--- config.mk ---
export PLATFORM = sky130hd
export DESIGN_NAME = core_wb_ctrl
export DESIGN_NICKNAME = d
export VERILOG_FILES = /design/src/rtl/core_pkg.sv /design/src/rtl/core_wb_fifo.sv /design/src/rtl/core_wb_ctrl.sv
export SDC_FILE = /design/constraint.sdc
export NUM_CORES = 1
export LEC_CHECK = 0
export ABC_AREA = 1
export BUFFER_PORTS_ARGS = -buffer_cell sky130_fd_sc_hd__buf_2
export CAP_MARGIN = 40
export CORE_MARGIN = 1
export CORE_UTILIZATION = 35
export DETAILED_ROUTE_END_ITERATION = 8
export HOLD_SLACK_MARGIN = 0.15
export PLACE_DENSITY = 0.63
export SYNTH_ARGS = -nofsm -noshare
export SYNTH_HDL_FRONTEND = slang
export SYNTH_SLANG_ARGS = --single-unit
--- constraint.sdc ---
create_clock -name clk -period 3.8 [get_ports clk]
set_input_delay 0.57 -clock clk [delete_from_list [all_inputs] [get_ports clk]]
set_output_delay 0.57 -clock clk [all_outputs]
set_load 0.1 [all_outputs]
--- src/rtl/core_pkg.sv ---
// Shared constants and types for the writeback controller slice.
package core_pkg;

  localparam int XLEN       = 32;
  localparam int REG_ADDR_W = 5;
  localparam int LD_DEPTH   = 4;

  typedef logic [REG_ADDR_W-1:0] reg_addr_t;

  localparam reg_addr_t REG_ZERO = 5'd0;

  // Which source drives the register-file write port in a given cycle.
  typedef enum logic [1:0] {
    SRC_NONE      = 2'd0,
    SRC_ALU       = 2'd1,
    SRC_LD_FIFO   = 2'd2,
    SRC_LD_BYPASS = 2'd3
  } wb_src_e;

endpackage : core_pkg

--- src/rtl/core_wb_fifo.sv ---
// Power-of-two circular FIFO with head, full/empty flags and a view of every
// slot plus its occupancy mask, so callers can search the live contents.
module core_wb_fifo #(
  parameter int WIDTH = 5,
  parameter int DEPTH = 4
) (
  input  logic                        clk,
  input  logic                        rst_n,
  input  logic                        push,
  input  logic                        pop,
  input  logic [WIDTH-1:0]            din,
  output logic                        full,
  output logic                        empty,
  output logic [WIDTH-1:0]            head,
  output logic [DEPTH-1:0][WIDTH-1:0] entries,
  output logic [DEPTH-1:0]            valid
);

  localparam int PTR_W = $clog2(DEPTH);
  localparam int CNT_W = PTR_W + 1;

  logic [WIDTH-1:0] mem [DEPTH];
  logic [PTR_W-1:0] wr_ptr;
  logic [PTR_W-1:0] rd_ptr;
  logic [CNT_W-1:0] cnt;
  logic             do_push;
  logic             do_pop;

  assign full    = (cnt == CNT_W'(DEPTH));
  assign empty   = (cnt == '0);
  assign head    = mem[rd_ptr];
  // A pop frees a slot in the same cycle, so a push into a full FIFO is only
  // accepted alongside a pop; anything else would overwrite live data.
  assign do_pop  = pop && !empty;
  assign do_push = push && (!full || do_pop);

  // Pointer and occupancy bookkeeping; pointers wrap naturally at DEPTH.
  always_ff @(posedge clk or negedge rst_n) begin
    if (!rst_n) begin
      wr_ptr <= '0;
      rd_ptr <= '0;
      cnt    <= '0;
    end else begin
      if (do_push) wr_ptr <= wr_ptr + PTR_W'(1);
      if (do_pop)  rd_ptr <= rd_ptr + PTR_W'(1);
      case ({do_push, do_pop})
        2'b10:   cnt <= cnt + CNT_W'(1);
        2'b01:   cnt <= cnt - CNT_W'(1);
        default: cnt <= cnt;
      endcase
    end
  end

  // Storage write.
  // NOTE: the storage array has no reset; occupancy is tracked by cnt, so stale
  // slot contents are never observed and the array can map onto plain flops/RAM.
  always_ff @(posedge clk) begin
    if (do_push) mem[wr_ptr] <= din;
  end

  // Expose every slot and mark it live when it lies within cnt of rd_ptr.
  always_comb begin
    logic [PTR_W-1:0] off;
    off = '0;
    for (int i = 0; i < DEPTH; i++) begin
      off        = PTR_W'(i) - rd_ptr;
      entries[i] = mem[i];
      valid[i]   = (CNT_W'(off) < cnt);
    end
  end

endmodule : core_wb_fifo

--- src/rtl/core_wb_ctrl.sv ---
// Writeback controller: owns the register-file write port, merges ALU results
// with in-order load responses, buffers loads that lose to the ALU, and stalls
// decode on RAW/WAW hazards against pending loads or the in-flight write.
module core_wb_ctrl #(
  parameter int XLEN     = core_pkg::XLEN,
  parameter int LD_DEPTH = core_pkg::LD_DEPTH
) (
  input  logic            clk,
  input  logic            rst_n,
  input  logic            alu_vld,
  input  logic [4:0]      alu_rd,
  input  logic [XLEN-1:0] alu_data,
  input  logic            ld_req_vld,
  input  logic [4:0]      ld_req_rd,
  output logic            ld_req_rdy,
  input  logic            ld_rsp_vld,
  input  logic [XLEN-1:0] ld_rsp_data,
  input  logic            dec_vld,
  input  logic [4:0]      dec_rs1,
  input  logic [4:0]      dec_rs2,
  input  logic [4:0]      dec_rd,
  output logic            stall_out,
  output logic            we_out,
  output logic [4:0]      rd_out,
  output logic [XLEN-1:0] data_out,
  output logic            ld_pending_out
);

  import core_pkg::*;

  // Tag FIFO: destinations of loads issued but not yet written back.
  logic                                 tag_push;
  logic                                 tag_pop;
  logic                                 tag_full;
  logic                                 tag_empty;
  reg_addr_t                            tag_head;
  logic [LD_DEPTH-1:0][REG_ADDR_W-1:0]  tag_entries;
  logic [LD_DEPTH-1:0]                  tag_valid;

  // Data FIFO: load responses that lost arbitration to the ALU.
  logic                                 data_push;
  logic                                 data_pop;
  logic                                 data_full;
  logic                                 data_empty;
  logic [XLEN-1:0]                      data_head;
  logic [LD_DEPTH-1:0][XLEN-1:0]        data_entries;
  logic [LD_DEPTH-1:0]                  data_valid;

  logic                                 rsp_ok;
  wb_src_e                              src;
  logic                                 sel_vld;
  reg_addr_t                            sel_rd;
  logic [XLEN-1:0]                      sel_data;
  logic [2:0][REG_ADDR_W-1:0]           dec_regs;
  logic                                 hazard;

  // Only the tag FIFO contents are searched; the data FIFO's view is not needed.
  logic                                 unused_data_view;
  assign unused_data_view = ^{data_entries, data_valid, data_full};

  assign ld_req_rdy     = !tag_full;
  assign ld_pending_out = !tag_empty;
  assign tag_push       = ld_req_vld && !tag_full;
  // A response with no outstanding tag has no destination and is dropped.
  assign rsp_ok         = ld_rsp_vld && !tag_empty;

  core_wb_fifo #(
    .WIDTH (REG_ADDR_W),
    .DEPTH (LD_DEPTH)
  ) u_tag_fifo (
    .clk     (clk),
    .rst_n   (rst_n),
    .push    (tag_push),
    .pop     (tag_pop),
    .din     (ld_req_rd),
    .full    (tag_full),
    .empty   (tag_empty),
    .head    (tag_head),
    .entries (tag_entries),
    .valid   (tag_valid)
  );

  core_wb_fifo #(
    .WIDTH (XLEN),
    .DEPTH (LD_DEPTH)
  ) u_data_fifo (
    .clk     (clk),
    .rst_n   (rst_n),
    .push    (data_push),
    .pop     (data_pop),
    .din     (ld_rsp_data),
    .full    (data_full),
    .empty   (data_empty),
    .head    (data_head),
    .entries (data_entries),
    .valid   (data_valid)
  );

  // Arbitration: ALU has absolute priority; otherwise the oldest load data
  // (buffered first, then a live response bypassing an empty buffer).
  // NOTE: every signal driven here gets a default first so no latch is inferred.
  always_comb begin
    src       = SRC_NONE;
    sel_rd    = REG_ZERO;
    sel_data  = '0;
    if (alu_vld) begin
      src      = SRC_ALU;
      sel_rd   = alu_rd;
      sel_data = alu_data;
    end else if (!data_empty) begin
      src      = SRC_LD_FIFO;
      sel_rd   = tag_head;
      sel_data = data_head;
    end else if (rsp_ok) begin
      src      = SRC_LD_BYPASS;
      sel_rd   = tag_head;
      sel_data = ld_rsp_data;
    end
  end

  assign sel_vld   = (src != SRC_NONE);
  assign tag_pop   = (src == SRC_LD_FIFO) || (src == SRC_LD_BYPASS);
  assign data_pop  = (src == SRC_LD_FIFO);
  assign data_push = rsp_ok && (src != SRC_LD_BYPASS);

  // Output register: one cycle after selection; writes to x0 are suppressed.
  // NOTE: state is updated with non-blocking assignments so all flops sample
  // the same pre-edge values regardless of statement order.
  always_ff @(posedge clk or negedge rst_n) begin
    if (!rst_n) begin
      we_out   <= 1'b0;
      rd_out   <= REG_ZERO;
      data_out <= '0;
    end else if (sel_vld) begin
      we_out   <= (sel_rd != REG_ZERO);
      rd_out   <= sel_rd;
      data_out <= sel_data;
    end else begin
      we_out   <= 1'b0;
    end
  end

  assign dec_regs = {dec_rd, dec_rs2, dec_rs1};

  // Hazard search: any non-zero decode register matching a live load tag or
  // the write currently presented to the register file.
  always_comb begin
    hazard = 1'b0;
    for (int s = 0; s < 3; s++) begin
      if (dec_regs[s] != REG_ZERO) begin
        if (we_out && (dec_regs[s] == rd_out)) hazard = 1'b1;
        for (int i = 0; i < LD_DEPTH; i++) begin
          if (tag_valid[i] && (tag_entries[i] == dec_regs[s])) hazard = 1'b1;
        end
      end
    end
  end

  assign stall_out = dec_vld && hazard;

endmodule : core_wb_ctrl

# --- Yosys cells after proc, flatten, opt, wreduce, memory -nomap -nowiden ---
# Memory sizes are Yosys's and may differ from the RTL's.
# Cells that the tools add are included.
totals:
  register_bits: 52
  latchBits: 0
  mem_bits_rw: 148
  romBits: 0
  inputBits: 95
  output_inout_bits: 41
  word_cells: 124
  mem_count: 2
memory_table:
  columns: ["name", "words", "word_bits", "rd", "rd_clocked_by_memory_dff", "write_ports", "line", "text"]
  rows:
  - ["u_data_fifo.mem", 4, 32, 1, 0, 1, "core_wb_fifo.sv:22", "logic [WIDTH-1:0] mem [DEPTH];"]
  - ["u_tag_fifo.mem", 4, 5, 5, 0, 1, "core_wb_fifo.sv:22", null]
op_classes:
  addsub: 12
  multipliers: 0
  n_div: 0
  order_cmp: 4
  eq_ne: 24
  n_shift: 0
  mux: 34
  bitwise_logic: 0
  n_reduce_logical: 39
ops:
  columns: ["op", "n"]
  rows:
  - ["2-to-1 mux 32 bit", 3]
  - ["== test 5 bit", 15]
  - ["logical AND 1 bit", 23]
  - ["2-to-1 mux 1 bit", 23]
  - ["nonzero test 5 bit", 4]
  - ["2-to-1 mux 5 bit", 3]
  - ["< comparator 2 x 3 -> 1 bit", 4]
  - ["one-hot mux 3 bit (2 select lines)", 2]
  - ["adder 2 x 1 -> 2 bit (second input constant)", 4]
  - ["== test 2 bit (second input constant)", 4]
  - ["adder 3 x 1 -> 3 bit (second input constant)", 2]
  - ["== test 3 bit (second input constant)", 2]
  - ["zero test 3 bit", 2]
  - ["2-to-1 mux 2 bit", 3]
  - ["nonzero test 2 bit", 3]
  - ["subtractor 3 x 1 -> 3 bit (second input constant)", 2]
  - ["== test 2 x 1 -> 1 bit (second input constant)", 2]
  - ["zero test 1 bit", 4]
  - ["subtractor 1 x 2 -> 2 bit (first input constant)", 2]
  - ["subtractor 2 bit (first input constant)", 2]
  - ["logical OR 1 bit", 3]
  - ["!= test 2 bit (second input constant)", 1]

# --- Longest topological paths before layout ---
# Gate-level depths: netlist of run 1.
logic_depth:
  ltp_word: 21
  depth_mapped: 18
  mapped_depth_nobuf: 18

# --- Hierarchy ---
# From an unflattened synthesis of run 1, not the netlist that was laid out.
unflattened:
  hier_cells: 998
  area_unflattened_um2: 9821.9
modules_own_cells:
  columns: ["module", "instances", "cells_each", "area_per_inst_um2", "seq_area_each_um2"]
  rows:
  - ["core_wb_fifo (u_data_fifo)", 1, 355, 5298.8, 4018.9]
  - ["core_wb_ctrl", 1, 514, 3178.0, 950.9]
  - ["core_wb_fifo (u_tag_fifo)", 1, 129, 1345.0, 775.7]

# --- Worst setup path after synthesis of run 1 ---
# No wires, ideal clock.
synth_timing:
  path_type: "register to register"
  from: "register u_tag_fifo.cnt[1]"
  to: "register u_tag_fifo.cnt[2]"
  setup_time_ns: 0.131
  t_arrival_ns: 2.909
  required_time_ns: 3.669
  slack_ns: 0.760
  path_stages_with_launch: 10
  path_buffers: 0
  synth_period_minus_slack_ns: 3.040
  cell_sequence: "dfrtp_1 -> inv_1 -> nand3_1 -> nand2_1 -> ha_1 -> inv_1 -> fa_1 -> a21oi_1 -> o21ai_0 -> xor2_1"
synth_via:
  word_cells_on_any_way: 21
  cone_classes: "add/sub: 2; eq/ne: 5; mux: 4; reduce/logical: 10"
synth_rtl:
  columns: ["item", "line", "text"]
  rows:
  - ["start, declared", "core_wb_fifo.sv:25", "logic [CNT_W-1:0] cnt;"]
  - ["start signal, assigned", "core_wb_fifo.sv:47", "2'b10: cnt <= cnt + CNT_W'(1);"]
  - ["start signal, assigned", "core_wb_fifo.sv:48", "2'b01: cnt <= cnt - CNT_W'(1);"]
  - ["start signal, assigned", "core_wb_fifo.sv:49", "default: cnt <= cnt;"]
  - ["== test 3 bit *", "core_wb_fifo.sv:29", "assign full = (cnt == CNT_W'(DEPTH));"]
  - ["zero test 1 bit *", null, null]
  - ["net ld_req_rdy", "core_wb_ctrl.sv:15", "output logic ld_req_rdy,"]
  - ["logical AND 1 bit or logical OR 1 bit (tied branches)", "core_wb_ctrl.sv:63, core_wb_fifo.sv:35", null]
  - ["logical AND 1 bit *", "core_wb_fifo.sv:35", "assign do_push = push && (!full || do_pop);"]
  - ["== test 2 x 1 -> 1 bit or == test 2 bit (tied branches)", "core_wb_fifo.sv:46", "case ({do_push, do_pop})"]
  - ["one-hot mux 3 bit (2 select lines) or nonzero test 2 bit (tied branches)", null, null]
# The timed path passes the listed nets; every way through them passes the cells marked *.
# A chain may end at the register's enable or synchronous reset.

# --- Final worst setup path of run 1 ---
layout_timing:
  from: "register u_tag_fifo.rd_ptr[1]"
  to: "output stall_out"
layout_via:
  elab_chain_cells: 21
  word_cells_on_any_way: 38
  cone_classes: "add/sub: 4; order compare: 4; mux: 17; reduce/logical: 13"
layout_lines:
  columns: ["item", "line", "text"]
  rows:
  - ["start, declared", "core_wb_fifo.sv:24", "logic [PTR_W-1:0] rd_ptr;"]
  - ["start signal, assigned", "core_wb_fifo.sv:45", "if (do_pop) rd_ptr <= rd_ptr + PTR_W'(1);"]
  - ["subtractor 1 x 2 -> 2 bit", "core_wb_fifo.sv:66", "off = PTR_W'(i) - rd_ptr;"]
  - ["< comparator 2 x 3 -> 1 bit", "core_wb_fifo.sv:68", "valid[i] = (CNT_W'(off) < cnt);"]
  - ["logical AND 1 bit", "core_wb_ctrl.sv:153", "if (tag_valid[i] && (tag_entries[i] == dec_regs[s])) hazard = 1'b1;"]
  - ["2-to-1 mux 1 bit (4 in a row)", "core_wb_ctrl.sv:153", null]
  - ["2-to-1 mux 1 bit", "core_wb_ctrl.sv:150", "if (dec_regs[s] != REG_ZERO) begin"]
  - ["2-to-1 mux 1 bit", "core_wb_ctrl.sv:151", "if (we_out && (dec_regs[s] == rd_out)) hazard = 1'b1;"]
  - ["2-to-1 mux 1 bit (4 in a row)", "core_wb_ctrl.sv:153", null]
  - ["2-to-1 mux 1 bit", "core_wb_ctrl.sv:150", null]
  - ["2-to-1 mux 1 bit", "core_wb_ctrl.sv:151", null]
  - ["2-to-1 mux 1 bit (4 in a row)", "core_wb_ctrl.sv:153", null]
  - ["2-to-1 mux 1 bit *", "core_wb_ctrl.sv:150", null]
  - ["logical AND 1 bit *", "core_wb_ctrl.sv:159", "assign stall_out = dec_vld && hazard;"]
  - ["end, declared", "core_wb_ctrl.sv:22", "output logic stall_out,"]
# Every way passes the cells marked *; elsewhere a longest branch is shown, timed or not.

==> qor.yml, run 1 <==
clocking:
  clkSinkCount: 200
  post-cts-setup-buffer-count: 0
  path_clk_slew_ns: 0.08
  cts_made_buffers: 17
  cts_max_path_buffers: 2
  cts-resized-gates: 0
  cts.htree.levels: 4
  cts_tree: "yes"
  holdBufCountCts: 1
  clkLatencyLatePin_ns: 0.44
  cts-root-buf: "clkbuf_16"
timing:
  rsz0062_at_grt: "no"
  timing.final.crit_share: 0.896
  finalCriticalPeriod_ns: 3.41
  slew_violations: 0
  setup_slack_ns: 0.394
  clock.fmax_ghz: 0.294
  setup_viol: 0
  tns_ns: 0
  hold_viol: 0
  max-slew-margin-rel: 0.551
  fin_hold_ws_ns: 0.321
  skew_ns: 0.0157
  tightest_slew_ns: 0.674
synth:
  yosysMostFrequentCell: "nand2_1"
  netlist_instances: 1016
  synth-edff-count: 148
  ys_top_cells_by_count: "nand2_1, edfxtp_1, nor2_1, nand3_1, o21ai_0"
  ys_types: 36
  muxShareOfSynthArea: 0
  synth_seq_cells: 200
  synth_top_family_by_area: "simple AND/OR/NAND/NOR gates"
  synth.area.top_cells: "edfxtp_1, dfrtp_1, nand2_1"
  yosysSeqAreaShare: 0.588
  synth_area_um2: 9770
  synthFlopType: "edfxtp_1"
  synth_top_cell_by_area: "edfxtp_1"
  async_flop_share: 0.260
  synthSimpleGateAreaFrac: 0.206
  synth_top_area_frac: 0.455
  syn_nets: 1127
  yosys_warnings: 0
  synth_fa_ha_area_frac: 0.0220
  avgSynthCellArea_um2: 9.61
  synth-xor-area-share: 0.0377
  synth_compound_area_frac: 0.0890
critical_path:
  path_common_cell: "nand2_1"
  crit_chain: "inv_1 > nand2_1 > nand2_1 > inv_1 > ha_1 > inv_1 > nor2_1 > nand2_1 > nand2_1 > a21oi_1 > nand2_1 > nand2_1 > nor2_1 > nand2_1 > nand2_1 > nand3_1 > nand2_1 > inv_1 > buf_2"
  setup.worst_path.end_class: "primary output"
  start_kind: "flop"
  slowest_delay_ns: 0.46
  critical_path_class: "reg2out"
  arrival_ns: 2.84
  cp_slowest_cell: "dfrtp_1"
  crit_fanout: 7
  required_ns: 3.23
cells_and_area:
  area_delta_synth_final_pct: 17.1
  multi_input_area_um2: 3480
  fin_cells: 1519
  nFillCells: 2694
  regArea_um2: 5750
  fin_nets: 1245
  diodes: 0
  drive_above_1_share: 0.177
detailed_routing:
  via_per_inst: 5.03
  wl_per_cell_um: 17.2
  drt_iter0_drc: 558
  routed_wl_mm: 26.2
  final_antenna_net_count: 0
  vias: 7639
  drc_errors: 0
  firstDrtPassIters: 5
global_route:
  grt_remaining_overflow: 0
  grt_pass1_wl_mm: 41.1
  grt_use_total: 0.187
  grt_max_degree: 67
  antenna_found_initial: 4
  grt_pass1_vias: 7444
run:
  maxCapViolCount: 0
min_path:
  hp-class: "in2reg"
floorplan:
  top_level_ports: 136
  die_area_um2: 28600
  placementRows: 60
  die_y_um: 169
  start_util: 0.359
  coreArea_um2: 27200
  die_x_um: 169
place:
  dp.cells: 1486
  gp_congestion: 0.930
  dp_slack_ns: 0.898
  dp_hpwl_mm: 17.5
  port_buffers: 135
run_status:
  status: "finished, final reports clean"
power_and_ir_drop:
  peakVddDrop_mv: 0.395
  power_density_nw_per_um2: 815
  p_leak_nw: 4.81
  p_total_mw: 9.32
[per-layer routing]
metal  global-route usage  routed length [um]
met4               0.0537                 471
met3               0.0348                1350
met5                    0                  55
met2                0.310               12500
met1                0.249               11900
[sequential cells by signal, summed over array words and instances (netlist names)]
| name | flops |
|---|---|
| rd_out | 5 |
| u_data_fifo.wr_ptr | 2 |
| u_tag_fifo.cnt | 3 |
| u_tag_fifo.mem | 20 |
| we_out | 1 |
| data_out | 32 |
| u_data_fifo.cnt | 3 |
| u_tag_fifo.rd_ptr | 2 |
| u_tag_fifo.wr_ptr | 2 |
| u_data_fifo.rd_ptr | 2 |
| u_data_fifo.mem | 128 |
[path summary, 6_finish.rpt]
check	startpoint	endpoint	slack (ns)	depth (start not counted)
min reg2reg	u_tag_fifo.cnt[1]$_DFFE_PN0P_	u_tag_fifo.cnt[1]$_DFFE_PN0P_	0.49	2
max in group asynchronous	rst_n	data_out[31]$_DFFE_PN0P_	2.75	3
max reg2reg	u_tag_fifo.cnt[2]$_DFFE_PN0P_	u_tag_fifo.cnt[2]$_DFFE_PN0P_	1.10	13
max	u_tag_fifo.rd_ptr[1]$_DFFE_PN0P_	stall_out	0.39	19
min	alu_data[1]	data_out[1]$_DFFE_PN0P_	0.32	3
min in group asynchronous	rst_n	u_tag_fifo.wr_ptr[1]$_DFFE_PN0P_	0.53	2
[where the power goes]
group          switching (mW)  internal, mW
Sequential              0.318          2.87
Clock                   0.884          1.01
Combinational            3.24          1.00
Total                    4.44          4.88
[final cells by class]
cell class | count | area share
well taps | 372 | 0.0407
repair buffers | 151 | 0.0731
inverters | 76 | 0.0256
multi-input cells | 688 | 0.305
flip-flops and latches | 200 | 0.502
clock buffers | 19 | 0.0379
clock inverters | 13 | 0.0159
[placed cells by master, fill, tap and decap left out, types with 3 or more instances in the layout]
cell type    n
o21ai_0     77
inv_8        5
xnor2_1     12
inv_4        3
o21ai_1      4
inv_2        7
dfrtp_1     52
nand2_1    276
a21oi_1      7
clkbuf_16   17
o221ai_1    32
o211ai_1     3
o22ai_1      9
nand3_1     83
ha_1        14
buf_4       12
nor2_2       3
nor3_1       6
inv_1       66
xor2_1      30
nand4_1      4
buf_12       3
edfxtp_1   148
nor2_1     112
buf_2      135
[cells by family (layout without fill, tap and decap cells)]
kind of cell	Yosys count	in the layout
and+or+nand+nor	491	491
xor gates and xnor gates	42	42
DFF	200	200
adders and majority gates	16	16
AOI/OAI and AO/OA	139	139
buffers and inverters	128	259
[through the flow]
step                cell area, um^2  utilization
finish                        11400        0.421
global route                  11400        0.421
detailed placement            10800        0.398
floorplan                      9770            -
global placement              10800        0.396
CTS                           11400        0.421
[critical path: cells and delay by family (launching register included)]
family,cells,cell delay (ns)
AOI/OAI and AO/OA,1,0.15
adders and majority gates,1,0.26
buffers and inverters,5,0.67
and+or+nand+nor,12,0.83
DFF,1,0.46
(Power assumes the default switching activity.)
==> run 2, diff against run 1 <==
--- a/config.mk
+++ b/config.mk
@@ -12,6 +12,7 @@
 export CORE_UTILIZATION = 35
 export DETAILED_ROUTE_END_ITERATION = 8
 export HOLD_SLACK_MARGIN = 0.15
+export MAX_ROUTING_LAYER = met4
 export PLACE_DENSITY = 0.63
 export SYNTH_ARGS = -nofsm -noshare
 export SYNTH_HDL_FRONTEND = slang
==> constraint.sdc (replaced) <==
create_clock -name clk -period 4.1 [get_ports clk]
set_input_delay 0.615 -clock clk [delete_from_list [all_inputs] [get_ports clk]]
set_output_delay 0.615 -clock clk [all_outputs]
set_load 0.1 [all_outputs]
==> run 2 against run 1 <==
  * Count of clock-buffer cells in the layout is the same
  * Largest power group unchanged
  * Sequential share of layout area grew 0.088 points
  * Power shrank 8.1%
  * Via count shrank 1.2%
  * Die area is the same
  * Global-route usage grew 0.57 points
  * Cell area shrank 0.17%
  * Worst hold slack gained 0.048 ns
  * Critical path type unchanged
  * Wire length shrank 0.56%
  * Highest routed layer is now met4
  * Flip-flop and latch count is the same
==> qor.yml, run 2 (synthesis gave the netlist of run 1 again) <==
clocking:
  cts.htree.levels: 4  # unchanged
  clkLatencyLatePin_ns: 0.44  # about the same
  path_clk_slew_ns: 0.08  # about the same
  cts_tree: "yes"  # unchanged
  clkSinkCount: 200  # unchanged
  cts-root-buf: "clkbuf_16"  # unchanged
  post-cts-setup-buffer-count: 0  # unchanged
  cts_max_path_buffers: 2  # unchanged
  cts-resized-gates: 0  # unchanged
  cts_made_buffers: 17  # unchanged
run_status:
  status: "finished, final reports clean"  # unchanged
detailed_routing:
  vias: 7548  # was 7639
  wl_per_cell_um: 17.1  # was 17.2 um
  via_per_inst: 4.96  # was 5.03
  drt_iter0_drc: 596  # was 558
  drc_errors: 0  # unchanged
  final_antenna_net_count: 0  # unchanged
  firstDrtPassIters: 6  # was 5
  routed_wl_mm: 26.1  # was 26.2 mm
global_route:
  grt_pass1_vias: 7380  # was 7444
  grt_remaining_overflow: 0  # unchanged
  grt_max_degree: 65  # was 67
  grt_pass1_wl_mm: 40.7  # was 41.1 mm
  grt_use_total: 0.193  # was 0.187
  antenna_found_initial: 2  # was 4
power_and_ir_drop:
  power_frac_clock: 0.199  # was 0.203
  seqPwrFrac: 0.345  # was 0.342
  switching_share: 0.477  # was 0.476
  peakVddDrop_mv: 0.378  # was 0.395 mV
  p_leak_nw: 4.81  # about the same
  power_density_nw_per_um2: 751  # was 815 nW/um^2
  p_switching_mw: 4.09  # was 4.44 mW
  p_comb_frac: 0.456  # was 0.455
  internal-power_mw: 4.48  # was 4.88 mW
place:
  dp.cells: 1485  # was 1486
  dp_hpwl_mm: 17.6  # was 17.5 mm
  gp_congestion: 0.939  # was 0.930
  dp_slack_ns: 1.20  # was 0.898 ns
  port_buffers: 135  # unchanged
timing:
  max-slew-margin-rel: 0.427  # was 0.551
  finalCriticalPeriod_ns: 3.41
  fin_hold_ws_ns: 0.369  # was 0.321 ns
  hold_viol: 0  # unchanged
  tns_ns: 0  # unchanged
  tightest_slew_ns: 0.858  # was 0.674 ns
  rsz0062_at_grt: "no"  # unchanged
  clock.fmax_ghz: 0.293
  slew_violations: 0  # unchanged
  setup_slack_ns: 0.686  # was 0.394 ns
  skew_ns: 0.0138  # was 0.0157 ns
  timing.final.crit_share: 0.833
  setup_viol: 0  # unchanged
cells_and_area:
  final_common_cell: "nand2_1"  # unchanged
  largest_reg_flops: 128  # unchanged
  largestRegisters: "u_data_fifo.mem (128), data_out (32), u_tag_fifo.mem (20)"  # unchanged
  drive_above_1_share: 0.177  # about the same
  area_delta_synth_final_pct: 16.9  # was 17.1%
  final_cell_mix: "nand2_1, edfxtp_1, buf_2"  # unchanged
  utilization: 0.420  # was 0.421
  fin_nets: 1244  # was 1245
  top_register: "u_data_fifo.mem"  # unchanged
  fin_cells: 1521  # was 1519
floorplan:
  start_util: 0.359  # unchanged
  die_y_um: 169  # unchanged
  die_area_um2: 28600  # unchanged
  die_x_um: 169  # unchanged
  coreArea_um2: 27200  # unchanged
  placementRows: 60  # unchanged
  top_level_ports: 136  # unchanged
critical_path:
  required_ns: 3.48  # was 3.23 ns
  setup.worst_path.end_class: "primary output"  # unchanged
  critical_path_class: "reg2out"  # unchanged
  arrival_ns: 2.80  # was 2.84 ns
  crit_fanout: 7  # unchanged
  start_kind: "flop"  # unchanged
min_path:
  hp-class: "in2reg"  # unchanged
run:
  maxCapViolCount: 0  # unchanged
-- run 2: cell count changes in the layout (fill, tap and decap cells not counted) --
cell | before | now
diode_2 | 0 | 3
clkbuf_1 | 2 | 0
clkbuf_8 | 0 | 2
clkinv_4 | 1 | 3
buf_12 | 3 | 2
bufinv_16 | 2 | 1
clkinv_1 | 0 | 1
clkinvlp_4 | 2 | 1
inv_8 | 5 | 4
-- run 2: cell type report --
class / count / area (um^2)
antenna: 3 / 7.51
sequential: 200 / 5750
tap: 372 / 465
clock buffer: 19 / 453
inverter: 76 / 293
clock inverter: 13 / 154
timing repair buffer: 150 / 816
multi-input combinational: 688 / 3480
fill: 2683 / 15800
-- run 2: final timing paths --
| kind | from | slack [ns] | end | cells past startpoint |
|---|---|---|---|---|
| max | u_tag_fifo.rd_ptr[1]$_DFFE_PN0P_ | 0.69 | stall_out | 19 |
| min | alu_data[6] | 0.37 | data_out[6]$_DFFE_PN0P_ | 3 |
| max reg2reg | u_tag_fifo.cnt[2]$_DFFE_PN0P_ | 1.44 | u_data_fifo.mem[2][1]$_DFFE_PP_ | 7 |
| min reg2reg | u_tag_fifo.cnt[1]$_DFFE_PN0P_ | 0.49 | u_tag_fifo.cnt[1]$_DFFE_PN0P_ | 2 |
| max in group asynchronous | rst_n | 3.03 | data_out[8]$_DFFE_PN0P_ | 3 |
| min in group asynchronous | rst_n | 0.52 | u_tag_fifo.rd_ptr[1]$_DFFE_PN0P_ | 2 |
-- run 2: critical path, cell delays in order (launching register included) --
cell     delay [ns]
dfrtp_1        0.45
inv_1          0.10
nand2_1        0.14
nand2_1        0.14
inv_1          0.07
ha_1           0.28
inv_1          0.06
nor2_1         0.03
nand2_1        0.06
nand2_1        0.07
a21oi_1        0.12
nand2_1        0.06
nand2_1        0.05
nor2_1         0.04
nand2_1        0.05
nand2_1        0.05
nand3_1        0.09
nand2_1        0.06
inv_1          0.04
buf_2          0.41
-- run 2: timing repair --
| item | in CTS | in global routing |
|---|---|---|
| hold buffers | 1 | 0 |
| setup endpoints to repair | 0 | 0 |
| hold endpoints to repair | 1 | 0 |
-- run 2: power groups by stage --
stage	combinational [mW]	sequential, mW	clock, mW
floorplan	1.92	4.05	0
global placement	3.89	2.99	0
detailed placement	3.93	2.99	0
CTS	3.94	2.95	1.74
global route	4.26	3.00	1.81
finish	3.91	2.96	1.71
-- run 2: per-stage QoR --
step | power, mW | area, um^2
6_report | 8.57 | 11400
5_1_grt | 9.07 | 11400
4_1_cts | 8.63 | 11400
3_5_place_dp | 6.92 | 10800
3_3_place_gp | 6.88 | 10800
2_1_floorplan | 5.97 | 9770
-- run 2: metal layers --
metal / part of all wire / up-vias / track usage
li1: - / 3669 / -
met1: 0.45 / 3597 / 0.250
met2: 0.47 / 239 / 0.307
met3: 0.057 / 43 / 0.0344
met4: 0.019 / 0 / 0.0615
met5: 0 / - / -
